<file path="config.mk">
export PLATFORM = sky130hd
export DESIGN_NAME = viterbi_out
export DESIGN_NICKNAME = d
export VERILOG_FILES = /design/src/rtl/viterbi_pkg.sv /design/src/rtl/pm_min4.sv /design/src/rtl/viterbi_out.sv
export SDC_FILE = /design/constraint.sdc
export NUM_CORES = 1
export LEC_CHECK = 0
export CAP_MARGIN = 15
export CORE_MARGIN = 2
export CORE_UTILIZATION = 53
export CTS_BUF_LIST = sky130_fd_sc_hd__clkbuf_8
export CTS_CLUSTER_DIAMETER = 150
export CTS_CLUSTER_SIZE = 20
export DETAILED_ROUTE_END_ITERATION = 7
export PLACE_DENSITY = 0.95
export SYNTH_ARGS = -nofsm -noshare
export SYNTH_HDL_FRONTEND = slang
export SYNTH_SLANG_ARGS = --single-unit
</file>
<file path="constraint.sdc">
create_clock -name clk -period 12.2 [get_ports clk]
set_input_delay 3.05 -clock clk [delete_from_list [all_inputs] [get_ports clk]]
set_output_delay 3.05 -clock clk [all_outputs]
set_load 0.01 [all_outputs]
</file>
<file path="src/rtl/viterbi_pkg.sv">
// rtl/viterbi_pkg.sv - shared widths, counts and FSM encoding for the Viterbi output stage
package viterbi_pkg;

    localparam int PM_W   = 7;
    localparam int SURV_W = 8;
    localparam int NSTATE = 4;

    localparam logic [2:0] WARMUP_STEPS = 3'd7;
    localparam logic [2:0] FLUSH_FIRST  = 3'd6;

    typedef enum logic [1:0] {
        ST_WARMUP = 2'd0,
        ST_RUN    = 2'd1,
        ST_FLUSH  = 2'd2
    } state_t;

endpackage

</file>
<file path="src/rtl/pm_min4.sv">
// rtl/pm_min4.sv - combinational minimum search over four path metrics
module pm_min4
    import viterbi_pkg::*;
(
    input  logic [PM_W-1:0]            i_pm0,
    input  logic [PM_W-1:0]            i_pm1,
    input  logic [PM_W-1:0]            i_pm2,
    input  logic [PM_W-1:0]            i_pm3,
    output logic [$clog2(NSTATE)-1:0]  o_idx,
    output logic [PM_W-1:0]            o_min
);

    logic            w_sel01;
    logic            w_sel23;
    logic            w_hi;
    logic [PM_W-1:0] w_min01;
    logic [PM_W-1:0] w_min23;

    // Strict less-than at every level keeps the lower index on ties.
    assign w_sel01 = i_pm1 < i_pm0;
    assign w_min01 = w_sel01 ? i_pm1 : i_pm0;
    assign w_sel23 = i_pm3 < i_pm2;
    assign w_min23 = w_sel23 ? i_pm3 : i_pm2;
    assign w_hi    = w_min23 < w_min01;

    assign o_idx = w_hi ? {1'b1, w_sel23} : {1'b0, w_sel01};
    assign o_min = w_hi ? w_min23 : w_min01;

endmodule

</file>
<file path="src/rtl/viterbi_out.sv">
// rtl/viterbi_out.sv - traceback output stage: winner select, warmup/flush FSM, decoded-bit FIFO
module viterbi_out
    import viterbi_pkg::*;
#(
    parameter int              FIFO_DEPTH = 4,
    parameter logic [PM_W-1:0] NORM_TH    = 7'd64
) (
    input  logic              clk,
    input  logic              rst,
    input  logic              in_valid,
    input  logic [PM_W-1:0]   PM_0,
    input  logic [PM_W-1:0]   PM_1,
    input  logic [PM_W-1:0]   PM_2,
    input  logic [PM_W-1:0]   PM_3,
    input  logic [SURV_W-1:0] data_0,
    input  logic [SURV_W-1:0] data_1,
    input  logic [SURV_W-1:0] data_2,
    input  logic [SURV_W-1:0] data_3,
    input  logic              flush,
    input  logic              dec_ready,
    output logic              dec_bit,
    output logic              dec_valid,
    output logic              norm_req,
    output logic              err
);

    localparam int AW = $clog2(FIFO_DEPTH);

    logic [$clog2(NSTATE)-1:0] w_win_idx;
    logic [PM_W-1:0]           w_min_pm;
    logic [SURV_W-1:0]         w_win_data;

    state_t          r_state, w_state_nxt;
    logic [2:0]      r_cnt, w_cnt_nxt;
    logic [2:0]      r_fidx, w_fidx_nxt;
    logic [6:0]      r_lat, w_lat_nxt;
    logic            w_push;
    logic            w_push_bit;
    logic            w_step_lost;

    logic [FIFO_DEPTH-1:0] r_mem;
    logic [AW-1:0]         r_wr;
    logic [AW-1:0]         r_rd;
    logic [AW:0]           r_count;
    logic                  r_norm;
    logic                  r_err;
    logic                  w_full;
    logic                  w_pop;
    logic                  w_can_push;
    logic                  w_do_push;

    pm_min4 u_pm_min4 (
        .i_pm0 (PM_0),
        .i_pm1 (PM_1),
        .i_pm2 (PM_2),
        .i_pm3 (PM_3),
        .o_idx (w_win_idx),
        .o_min (w_min_pm)
    );

    always_comb begin
        w_win_data = data_0;
        case (w_win_idx)
            2'd1:    w_win_data = data_1;
            2'd2:    w_win_data = data_2;
            2'd3:    w_win_data = data_3;
            default: w_win_data = data_0;
        endcase
    end

    assign dec_valid  = (r_count != '0);
    assign dec_bit    = dec_valid & r_mem[r_rd];
    assign norm_req   = r_norm;
    assign err        = r_err;
    assign w_full     = (r_count == (AW+1)'(FIFO_DEPTH));
    assign w_pop      = dec_valid & dec_ready;
    assign w_can_push = ~w_full | w_pop;
    assign w_do_push  = w_push & w_can_push;

    always_ff @(posedge clk) begin
        if (!rst) begin
            r_state <= ST_WARMUP;
            r_cnt   <= '0;
            r_fidx  <= '0;
            r_lat   <= '0;
        end else begin
            r_state <= w_state_nxt;
            r_cnt   <= w_cnt_nxt;
            r_fidx  <= w_fidx_nxt;
            r_lat   <= w_lat_nxt;
        end
    end

    always_comb begin
        w_state_nxt = r_state;
        w_cnt_nxt   = r_cnt;
        w_fidx_nxt  = r_fidx;
        w_lat_nxt   = r_lat;
        w_push      = 1'b0;
        w_push_bit  = 1'b0;
        w_step_lost = 1'b0;
        case (r_state)
            ST_WARMUP: begin
                if (flush) begin
                    w_cnt_nxt = '0;
                end else if (in_valid) begin
                    if (r_cnt == WARMUP_STEPS) begin
                        w_push      = 1'b1;
                        w_push_bit  = w_win_data[SURV_W-1];
                        w_state_nxt = ST_RUN;
                    end else begin
                        w_cnt_nxt = r_cnt + 3'd1;
                    end
                end
            end
            ST_RUN: begin
                if (in_valid) begin
                    w_push     = 1'b1;
                    w_push_bit = w_win_data[SURV_W-1];
                end
                if (flush) begin
                    w_lat_nxt   = w_win_data[6:0];
                    w_fidx_nxt  = FLUSH_FIRST;
                    w_state_nxt = ST_FLUSH;
                end
            end
            ST_FLUSH: begin
                w_step_lost = in_valid;
                // Only offer a flush bit when the FIFO can take it, so flushing never drops.
                if (w_can_push) begin
                    w_push     = 1'b1;
                    w_push_bit = r_lat[r_fidx];
                    if (r_fidx == '0) begin
                        w_state_nxt = ST_WARMUP;
                        w_cnt_nxt   = '0;
                    end else begin
                        w_fidx_nxt = r_fidx - 3'd1;
                    end
                end
            end
            default: begin
                w_state_nxt = ST_WARMUP;
                w_cnt_nxt   = '0;
            end
        endcase
    end

    always_ff @(posedge clk) begin
        if (!rst) begin
            r_mem   <= '0;
            r_wr    <= '0;
            r_rd    <= '0;
            r_count <= '0;
            r_norm  <= 1'b0;
            r_err   <= 1'b0;
        end else begin
            if (w_do_push) begin
                r_mem[r_wr] <= w_push_bit;
                r_wr        <= r_wr + AW'(1);
            end
            if (w_pop) begin
                r_rd <= r_rd + AW'(1);
            end
            case ({w_do_push, w_pop})
                2'b10:   r_count <= r_count + (AW+1)'(1);
                2'b01:   r_count <= r_count - (AW+1)'(1);
                default: r_count <= r_count;
            endcase
            if (in_valid) begin
                r_norm <= (w_min_pm >= NORM_TH);
            end
            if ((w_push && !w_can_push) || w_step_lost) begin
                r_err <= 1'b1;
            end
        end
    end

endmodule

</file>
; Word level (Yosys, flattened, before mapping)
; Cells that the tools add are included.
[op_classes]
n_addsub = 6
n_lt_le_gt_ge = 8
eq_ne = 18
mux = 43
bitwise_logic = 6
reduce_logical = 13
[op_table]
columns = op, n
row1 = $mux 3, 8
row2 = $pmux 8 s3, 1
row3 = $lt 7x7->1, 3
row4 = $mux 7, 3
row5 = $mux 1, 14
row6 = $mux 2, 7
row7 = $ne 2x2->1 const B, 7
row8 = $pmux 3 s2, 2
row9 = $pmux 3 s3, 1
row10 = $eq 2x2->1 const B, 4
row11 = $ge 7x7->1 const B, 1
row12 = $add 3x1->3 const B, 2
row13 = $eq 2x1->1 const B, 3
row14 = $eq 3x3->1 const B, 2
row15 = $lt 2x3->1 const B, 2
row16 = $ne 3x3->1 const B, 2
row17 = $pmux 1 s3, 2
row18 = $pmux 2 s3, 1
row19 = $reduce_and 6->1, 1
row20 = $sub 3x1->3 const B, 2
row21 = $reduce_and 5->1, 1
row22 = $add 2x1->2 const B, 2
row23 = $bwmux 4, 1
row24 = $lt 3x4->1 const B, 1
row25 = other kinds (16), 21
[word_totals]
ff_bits = 28
out_inout_bits = 4
elab_cells = 104

; Logic depth before layout (Yosys ltp)
; Gate-level depths: netlist (run 1).
[logic_depth]
depth_word = 11
mapped_depth = 19
ltp_nobuf = 16

; Cells and area by module
; Synthesis (run 1) repeated with hierarchy kept, for this count alone.
[unflattened]
hier_cells = 276
area_unflattened_um2 = 2382.3
[by_module_without_submodules]
columns = mod, instances, cells_each, area_each_um2, seq_area_each_um2
row1 = viterbi_out, 1, 168, 1607.8, 560.5
row2 = pm_min4, 1, 108, 774.5, 0.0

; Worst setup path after synthesis (run 1)
; OpenSTA, ideal clock, no wires.
[synth_timing]
path_kind = input -> register
start = in PM_2[2]
end = reg r_mem[0]
arrival_ps = 6262
t_required_ps = 12119
slack_ps = 5857
cell_stages = 17
n_path_buf = 2
path_cell_list = inv_1 -> ha_1 -> a21o_1 -> a31oi_2 -> o21ai_1 -> a21oi_1 -> buf_4 -> clkbuf_1 -> o21ai_0 -> ha_1 -> a21oi_1 -> o21a_1 -> o2111ai_1 -> o311ai_2 -> nor2_1 -> a2111o_1 -> a41oi_1
[synth_via]
elab_chain_len = 11
elab_cells_between_ends = 14
[synth_lines]
columns = item, line
row1 = "start, declared", viterbi_out.sv:13  ; input logic [PM_W-1:0] PM_2,
row2 = $lt 7x7->1, pm_min4.sv:22  ; assign w_sel23 = i_pm3 < i_pm2;
row3 = $mux 7, pm_min4.sv:23  ; assign w_min23 = w_sel23 ? i_pm3 : i_pm2;
row4 = $lt 7x7->1, pm_min4.sv:24  ; assign w_hi = w_min23 < w_min01;
row5 = $mux 2 (*), pm_min4.sv:26  ; assign o_idx = w_hi ? {1'b1, w_sel23} : {1'b0, w_sel01};
row6 = $eq 2x2->1 / $eq 2x1->1 (equally long branches), viterbi_out.sv:63  ; case (w_win_idx)
row7 = $pmux 8 s3 (*), viterbi_out.sv:63
row8 = $mux 1, viterbi_out.sv:107  ; if (r_cnt == WARMUP_STEPS) begin
row9 = $mux 1, viterbi_out.sv:106  ; end else if (in_valid) begin
row10 = $mux 1, viterbi_out.sv:104  ; if (flush) begin
row11 = $pmux 1 s3 (*), viterbi_out.sv:102  ; case (r_state)
row12 = $bwmux 4 (*), viterbi_out.sv:158  ; r_mem[r_wr] <= w_push_bit;
row13 = "end signal, assigned by index", viterbi_out.sv:158
row14 = "end, declared", viterbi_out.sv:41  ; logic [FIFO_DEPTH-1:0] r_mem;
; Mark *: on every way between the ends. The rest lies on a longest branch, timed or not.
; A chain may end at the register's enable or synchronous reset.

; Worst setup path after layout (run 1)
; Same ends and word-level chain as after synthesis.

==> results of run 1 <==
## worst paths after layout
kind	start	to	slack, ns	cells past startpoint
worst min-delay path	r_lat[1]$_SDFFE_PN0P_	r_lat[1]$_SDFFE_PN0P_	0.46	2
worst max register to register	r_count[0]$_SDFFE_PN0P_	r_count[2]$_SDFFE_PN0P_	9.18	9
worst min register to register	r_lat[1]$_SDFFE_PN0P_	r_lat[1]$_SDFFE_PN0P_	0.46	2
worst max-delay path	PM_2[2]	r_mem[0]$_SDFFE_PN0P_	4.71	16
## power groups by stage
stage          Clock (mW)  Sequential, mW  Combinational [mW]
2_1_floorplan           0          0.0950              0.0489
3_5_place_dp            0          0.0949              0.0811
5_1_grt            0.0612          0.0929              0.0910
3_3_place_gp            0          0.0948              0.0775
6_report           0.0572          0.0928              0.0821
4_1_cts            0.0575          0.0928              0.0816
## metrics by stage
step           hold slack, ns  total power, mW  cell area (sq um)  cells  util, %
6_report                0.462            0.232               3010    399     74.3
4_1_cts                 0.461            0.232               3010    399     74.3
2_1_floorplan           0.422            0.144               2260    287        -
5_1_grt                 0.494            0.245               3010    399     74.3
3_5_place_dp            0.443            0.176               2960    395     72.9
3_3_place_gp            0.434            0.172               2960    395     72.9
## state kept, by name, indices dropped and copies added (netlist names), 2 cells and up
signal / cells
r_count: 3
r_rd: 2
r_wr: 2
r_mem: 4
r_lat: 7
r_fidx: 3
r_cnt: 3
r_state: 2
## cells in the final DEF (no fill, tap or decap), types with 2 or more instances in the layout
master	Yosys	final
sky130_fd_sc_hd__or3_1	3	3
sky130_fd_sc_hd__nor4_1	2	2
sky130_fd_sc_hd__nor2_1	36	36
sky130_fd_sc_hd__nand2b_1	4	4
sky130_fd_sc_hd__a22oi_1	5	5
sky130_fd_sc_hd__xor2_1	3	3
sky130_fd_sc_hd__mux4_2	2	2
sky130_fd_sc_hd__a21oi_1	23	22
sky130_fd_sc_hd__nand3b_1	3	3
sky130_fd_sc_hd__ha_1	27	27
sky130_fd_sc_hd__dfxtp_1	28	28
sky130_fd_sc_hd__a21o_1	2	2
sky130_fd_sc_hd__a221o_1	7	7
sky130_fd_sc_hd__mux2i_1	12	12
sky130_fd_sc_hd__clkbuf_8	0	4
sky130_fd_sc_hd__a21oi_2	2	3
sky130_fd_sc_hd__nand2_1	25	25
sky130_fd_sc_hd__a41oi_1	4	4
sky130_fd_sc_hd__and2_1	3	3
sky130_fd_sc_hd__o21a_1	2	2
sky130_fd_sc_hd__o21ai_0	10	10
sky130_fd_sc_hd__nand3_1	4	4
sky130_fd_sc_hd__a211oi_1	2	2
sky130_fd_sc_hd__inv_1	30	30
sky130_fd_sc_hd__nor2b_1	3	3
sky130_fd_sc_hd__xnor2_1	3	3
sky130_fd_sc_hd__clkdlybuf4s50_1	0	68
sky130_fd_sc_hd__o21ai_1	11	11
## Yosys cell counts, drive strengths merged, types with 2 or more instances
cell type	n	area, sq um
a211oi	2	15.0
a21o	2	15.0
a21oi	25	133
a221o	7	70.1
a22oi	5	37.5
a31oi	2	18.8
a41oi	4	35.0
and2	3	18.8
buf	2	18.8
clkbuf	8	30.0
dfxtp	28	561
ha	27	338
inv	30	113
mux2i	12	120
mux4	2	45.0
nand2	25	93.8
nand2b	4	25.0
nand3	4	20.0
nand3b	3	22.5
nor2	36	135
nor2b	3	18.8
nor4	2	12.5
o21a	2	15.0
o21ai	21	105
or2	2	12.5
or3	3	18.8
xnor2	3	26.3
xor2	3	26.3
## layer usage
metal / vias up / routed length [um] / share of wire, % / track usage, %
li1: 1141 / - / - / -
met1: 1090 / 2420 / 42 / 28.8
met2: 75 / 2970 / 51 / 43.6
met3: 12 / 296 / 5.1 / 4.51
met4: 0 / 111 / 1.9 / 8.06
met5: - / 0 / 0 / 0
## kinds of logic (layout without fill, tap and decap cells)
group | count (synthesis) | in the layout | share of synthesized area [%]
AND/OR/NAND/NOR | 90 | 90 | 18.3
AO/OA/AOI/OAI | 79 | 79 | 23.6
buffers and inverters | 41 | 103 | 7.31
adder cells (fa/ha/maj) | 28 | 28 | 15.8
flip-flops | 28 | 28 | 24.8
multiplexers | 15 | 15 | 7.81
XOR/XNOR | 6 | 6 | 2.33
## area by class of cell
type                       instances  area (sq um)  area share [%]
timing repair buffer              68           681            22.6
inverter                          31           116            3.86
multi-input combinational        218          1540            51.0
tap                               50          62.6            2.08
sequential                        28           561            18.6
clock buffer                       4          55.1            1.83
## worst max-delay path, stage by stage
cell                              delay, ns
sky130_fd_sc_hd__clkdlybuf4s50_1       0.46
sky130_fd_sc_hd__inv_1                 0.05
sky130_fd_sc_hd__ha_1                  0.32
sky130_fd_sc_hd__a21o_1                0.18
sky130_fd_sc_hd__a31oi_2               0.19
sky130_fd_sc_hd__o21ai_1               0.12
sky130_fd_sc_hd__a21oi_2               0.80
sky130_fd_sc_hd__mux2_2                0.44
sky130_fd_sc_hd__ha_1                  0.33
sky130_fd_sc_hd__a21oi_1               0.15
sky130_fd_sc_hd__o21a_1                0.20
sky130_fd_sc_hd__o2111ai_1             0.15
sky130_fd_sc_hd__o311ai_2              0.56
sky130_fd_sc_hd__nor2_1                0.09
sky130_fd_sc_hd__a2111o_1              0.37
sky130_fd_sc_hd__a41oi_1               0.22
==> impl_metrics.toml, run 1 <==
[sta]
setup_viol_count_final = 0
hold_violations = 0
grt_setup_unrepaired = "no"
postLayoutSetupSlackWorst_ns = 4.71
finalMaxSlewViolations = 0
fin_setup_tns_ns = 0
period_share_pct = 61.4
clock-skew-final_ns = 0.00353
min_period_ns = 7.49
timing.slew.headroom_pct = 30.0
worst-slew-pin-transition_ns = 1.05
maxClockFrequency_mhz = 133

[power]
power.share.combinational_pct = 35.4
power_density_cells_nw_per_um2 = 77.1
max-vdd-ir-drop_uv = 55.3
internal_power_uw = 161
power.share.switching_pct = 30.5
clock_power_share_pct = 24.6
static-leakage-power_nw = 1.25
share_seq_of_total_power_pct = 40.0
switchingPower_uw = 70.8

[layout]
fillCellCount = 301
fin_nets = 443
area_delta_synth_final_pct = 33.3
post_route_cells_drive_above_1_share_pct = 3.72
num_antenna_cells = 0

[clock_tree]
clock_sink_count = 28
clk_transition_reported_paths_ns = 0.09
clock_tree.buffer_depth = 2
cts.hold.buffers_added = 0
cts.root.buffer_cell = "sky130_fd_sc_hd__clkbuf_8"
cts_h_tree_lvls = 1
clk_latency_ns = 0.27
cts.repair_timing.setup_buffer_count = 0
post_cts_resize_count = 0
tritoncts.num_buffers = 3
cts_tree = "done"

[floorplan]
count_of_pins_on_the_block_boundary = 69
die_width_um = 69.3
fp.dieArea_sq_um = 4800
core_region_area_sq_um = 4060
placementRows = 23
die_h_um = 69.3
initial_core_utilization_pct = 55.7

[critical_path]
crit_path_start_kind = "input pin"
critPathCaptureType = "flip-flop"
critical_path_arrival_ns = 7.69
category_of_the_most_critical_setup_path = "in -> reg"
worst-path-max-fanout = 19
worst_ep_required_time_ns = 12.40

[global_routing]
overflow = 0
vias_in_the_first_global_route = 2262
grt_max_degree = 20
globalRouteTotalUtil_pct = 24.2
antenna_found_initial = 0
grt_first_pass_wirelength_um = 9700

[routing]
drcViolationCount = 0
final_antenna_net_count = 0
avgViaCountPerCell = 5.81
totalWireLength_um = 5790
mean_routed_wirelength_per_cell_um = 14.5
dr.pass1.iters = 4
drt_iter0_drc = 134
num_vias = 2318

[synthesis]
synth-edff-count = 0
number_of_storage_elements_in_the_synthesis_netlist = 28
avg_inst_size_synth_sq_um = 7.87
cell_area_synth_sq_um = 2260
synth.yosys.seq_area_share_pct = 24.8
ys_async_sr_fraction_pct = 0
distinct_cell_type_count_after_synthesis = 50
yosysWarnings = 0
synthCells = 287
synth_flop_cell = "sky130_fd_sc_hd__dfxtp_1"
syn-num-nets = 380

[worst_hold_path]
timing.hold.worst.class = "reg -> reg"

[flow_run]
max-cap-violations = 0

[placement]
final_weighted_congestion_of_routability_driven_global_placement = 0.801
port-buffer-count = 68
dpl.hpwl_um = 4770
dp_worst_setup_slack_ns = 4.46

[outcome]
result_of_the_run = "finished, final reports clean"
Power figures use the tool's default switching activity.
==> inputs of run 2 (changes only) <==
--- a/config.mk
+++ b/config.mk
@@ -7,12 +7,12 @@
 export LEC_CHECK = 0
 export CAP_MARGIN = 15
 export CORE_MARGIN = 2
-export CORE_UTILIZATION = 53
+export CORE_UTILIZATION = 44
 export CTS_BUF_LIST = sky130_fd_sc_hd__clkbuf_8
 export CTS_CLUSTER_DIAMETER = 150
 export CTS_CLUSTER_SIZE = 20
 export DETAILED_ROUTE_END_ITERATION = 7
-export PLACE_DENSITY = 0.95
+export PLACE_DENSITY = 0.85
 export SYNTH_ARGS = -nofsm -noshare
 export SYNTH_HDL_FRONTEND = slang
 export SYNTH_SLANG_ARGS = --single-unit
==> constraint.sdc (replaced) <==
create_clock -name clk -period 6.3 [get_ports clk]
set_input_delay 1.575 -clock clk [delete_from_list [all_inputs] [get_ports clk]]
set_output_delay 1.575 -clock clk [all_outputs]
set_load 0.01 [all_outputs]
==> run 2 against run 1 <==
Net effect: cell area rose by 1.6%; die area increased by 19%; clock power increased by 150%; first-iteration DRC count fell by 56%; combinational power increased by 90%; total power rose by 110%; sequential share of layout area down 0.30 points; count of clock-buffer cells in the layout shrank 1; critical path type unchanged; critical endpoint is now r_mem[1]$_SDFFE_PN0P_; highest routed layer unchanged.
==> impl_metrics.toml, run 2 (same netlist as run 1, synthesis figures left out) <==
[critical_path]
crit_path_start_kind = "input pin"
critPathCaptureType = "flip-flop"
category_of_the_most_critical_setup_path = "in -> reg"
worst_path_most_repeated_cell = "sky130_fd_sc_hd__ha_1"
critPathBufInv = 2
critical_path.top_delay_family = "compound AO/OA/AOI/OAI gates"
r2r_start = "r_cnt[0]$_SDFFE_PN0P_"
r2r_cells = 14
crit_path_start = "PM_2[2]"
reg2reg_to = "r_count[2]$_SDFFE_PN0P_"
critical_path_cell_count = 16
critical-path-slowest-cell = "sky130_fd_sc_hd__o311ai_2"
worst-path-max-fanout = 8
cp_cell_sequence = "clkdlybuf4s50_1 -> inv_1 -> ha_1 -> a21o_1 -> a31oi_2 -> o21ai_1 -> a21oi_2 -> mux2_2 -> ha_1 -> a21oi_1 -> o21a_1 -> o2111ai_1 -> o311ai_2 -> nor2_1 -> a2111o_1 -> a41oi_1"
worst_ep_required_time_ns = 6.50
timing.reg2reg.setup_slack_ns = 3.38
worst_path_largest_cell_delay_ns = 0.57
critical_path_arrival_ns = 5.50
setup.worst_path.end = "r_mem[1]$_SDFFE_PN0P_"

[sta]
period_share_pct = 84.0
fin_setup_tns_ns = 0
final.hold.worst_slack_ns = 0.449
timing.slew.headroom_pct = 46.3
min_period_ns = 5.29
postLayoutSetupSlackWorst_ns = 1.01
finalMaxSlewViolations = 0
grt_setup_unrepaired = "no"
setup_viol_count_final = 0
worst-slew-pin-transition_ns = 0.794
clock-skew-final_ns = 0.00992
hold_violations = 0
maxClockFrequency_mhz = 189

[layout]
layout.cells.most_common = "sky130_fd_sc_hd__clkdlybuf4s50_1"
layout.area.seq_sq_um = 561
area_delta_synth_final_pct = 35.5
multi_input_comb_area_sq_um = 1540
postLayoutCoreUtil_pct = 60.7
largest-register = "r_lat"
top_regs = "r_lat: 7 flops, r_mem: 4 flops"
fin_nets = 444
fillCellCount = 440
post_route_cells_drive_above_1_share_pct = 4.00
number_of_flip_flops_under_the_largest_register_name = 7
layout_common_cells = "sky130_fd_sc_hd__clkdlybuf4s50_1 (68), sky130_fd_sc_hd__nor2_1 (36), sky130_fd_sc_hd__inv_1 (30)"
num_antenna_cells = 0

[clock_tree]
clk_transition_reported_paths_ns = 0.10
cts_tree = "done"
cts.root.buffer_cell = "sky130_fd_sc_hd__clkbuf_8"
post_cts_resize_count = 0
clock_tree.buffer_depth = 2
cts_h_tree_lvls = 1
clk_latency_ns = 0.28
cts.repair_timing.setup_buffer_count = 0
tritoncts.num_buffers = 3
clock_sink_count = 28
cts.hold.buffers_added = 0

[placement]
dp_worst_setup_slack_ns = 0.680
port-buffer-count = 68
final_weighted_congestion_of_routability_driven_global_placement = 0.873
dpl.hpwl_um = 4520

[power]
max-vdd-ir-drop_uv = 95.5
total_design_power_uw = 478
power_density_cells_nw_per_um2 = 156
static-leakage-power_nw = 1.26

[worst_hold_path]
timing.hold.worst.class = "reg -> reg"

[global_routing]
overflow = 0
grt_first_pass_wirelength_um = 8910
antenna_found_initial = 0
vias_in_the_first_global_route = 2133
globalRouteTotalUtil_pct = 19.9
grt_max_degree = 19

[routing]
drt_iter0_drc = 59
met3RoutedLength_um = 292
mean_routed_wirelength_per_cell_um = 13.2
drcViolationCount = 0
dr.max_layer_used = "met4"
final_antenna_net_count = 0
totalWireLength_um = 5530
met2_length_um = 2680
avgViaCountPerCell = 5.29
dr.pass1.iters = 4
num_vias = 2222
detail_route.wirelength.met1_um = 2440

[floorplan]
die_h_um = 75.7
count_of_pins_on_the_block_boundary = 69
placementRows = 26
initial_core_utilization_pct = 44.8
fp.dieArea_sq_um = 5730
core_region_area_sq_um = 5040
die_width_um = 75.7

[outcome]
result_of_the_run = "finished, final reports clean"

[flow_run]
max-cap-violations = 0
[run 2: cell type report]
class / instances / area share [%]
sequential: 28 / 18.3
inverter: 31 / 3.80
timing repair buffer: 69 / 22.5
clock inverter: 1 / 0.981
tap: 70 / 2.86
multi-input combinational: 218 / 50.2
clock buffer: 3 / 1.35
[run 2: routing by layer]
metal,vias to the layer above,global-route usage (%)
met5,-,0
met4,0,6.24
met3,13,3.57
met2,52,35.8
met1,1014,24.0
li1,1143,-
[run 2: through the flow]
step           cells  cell area, sq um
2_1_floorplan    287              2260
3_3_place_gp     416              2990
3_5_place_dp     416              2990
4_1_cts          420              3060
5_1_grt          420              3060
6_report         420              3060
[run 2: report_power, final]
part,leakage [nW],internal (mW),total [mW],switching (mW)
registers,0.226,0.179,0.180,0.00102
clock network,0.0357,0.0852,0.142,0.0571
logic,0.998,0.0781,0.156,0.0777
total,1.26,0.342,0.478,0.136
[run 2: how the worst min path moves through the flow]
stage / cells after the start / to / from
after floorplan: 2 / r_lat[4]$_SDFFE_PN0P_ / r_lat[4]$_SDFFE_PN0P_
after global placement: 2 / r_lat[0]$_SDFFE_PN0P_ / r_lat[0]$_SDFFE_PN0P_
after detailed placement: 2 / r_lat[5]$_SDFFE_PN0P_ / r_lat[5]$_SDFFE_PN0P_
after CTS: 2 / r_lat[5]$_SDFFE_PN0P_ / r_lat[5]$_SDFFE_PN0P_
after global routing: 2 / r_lat[4]$_SDFFE_PN0P_ / r_lat[4]$_SDFFE_PN0P_
final: 2 / r_lat[5]$_SDFFE_PN0P_ / r_lat[5]$_SDFFE_PN0P_
[run 2: worst min-delay path, stage by stage, from the launching register on]
cell and delay (ns):
sky130_fd_sc_hd__dfxtp_1 0.32, sky130_fd_sc_hd__nand2_1 0.05, sky130_fd_sc_hd__o21ai_1 0.05
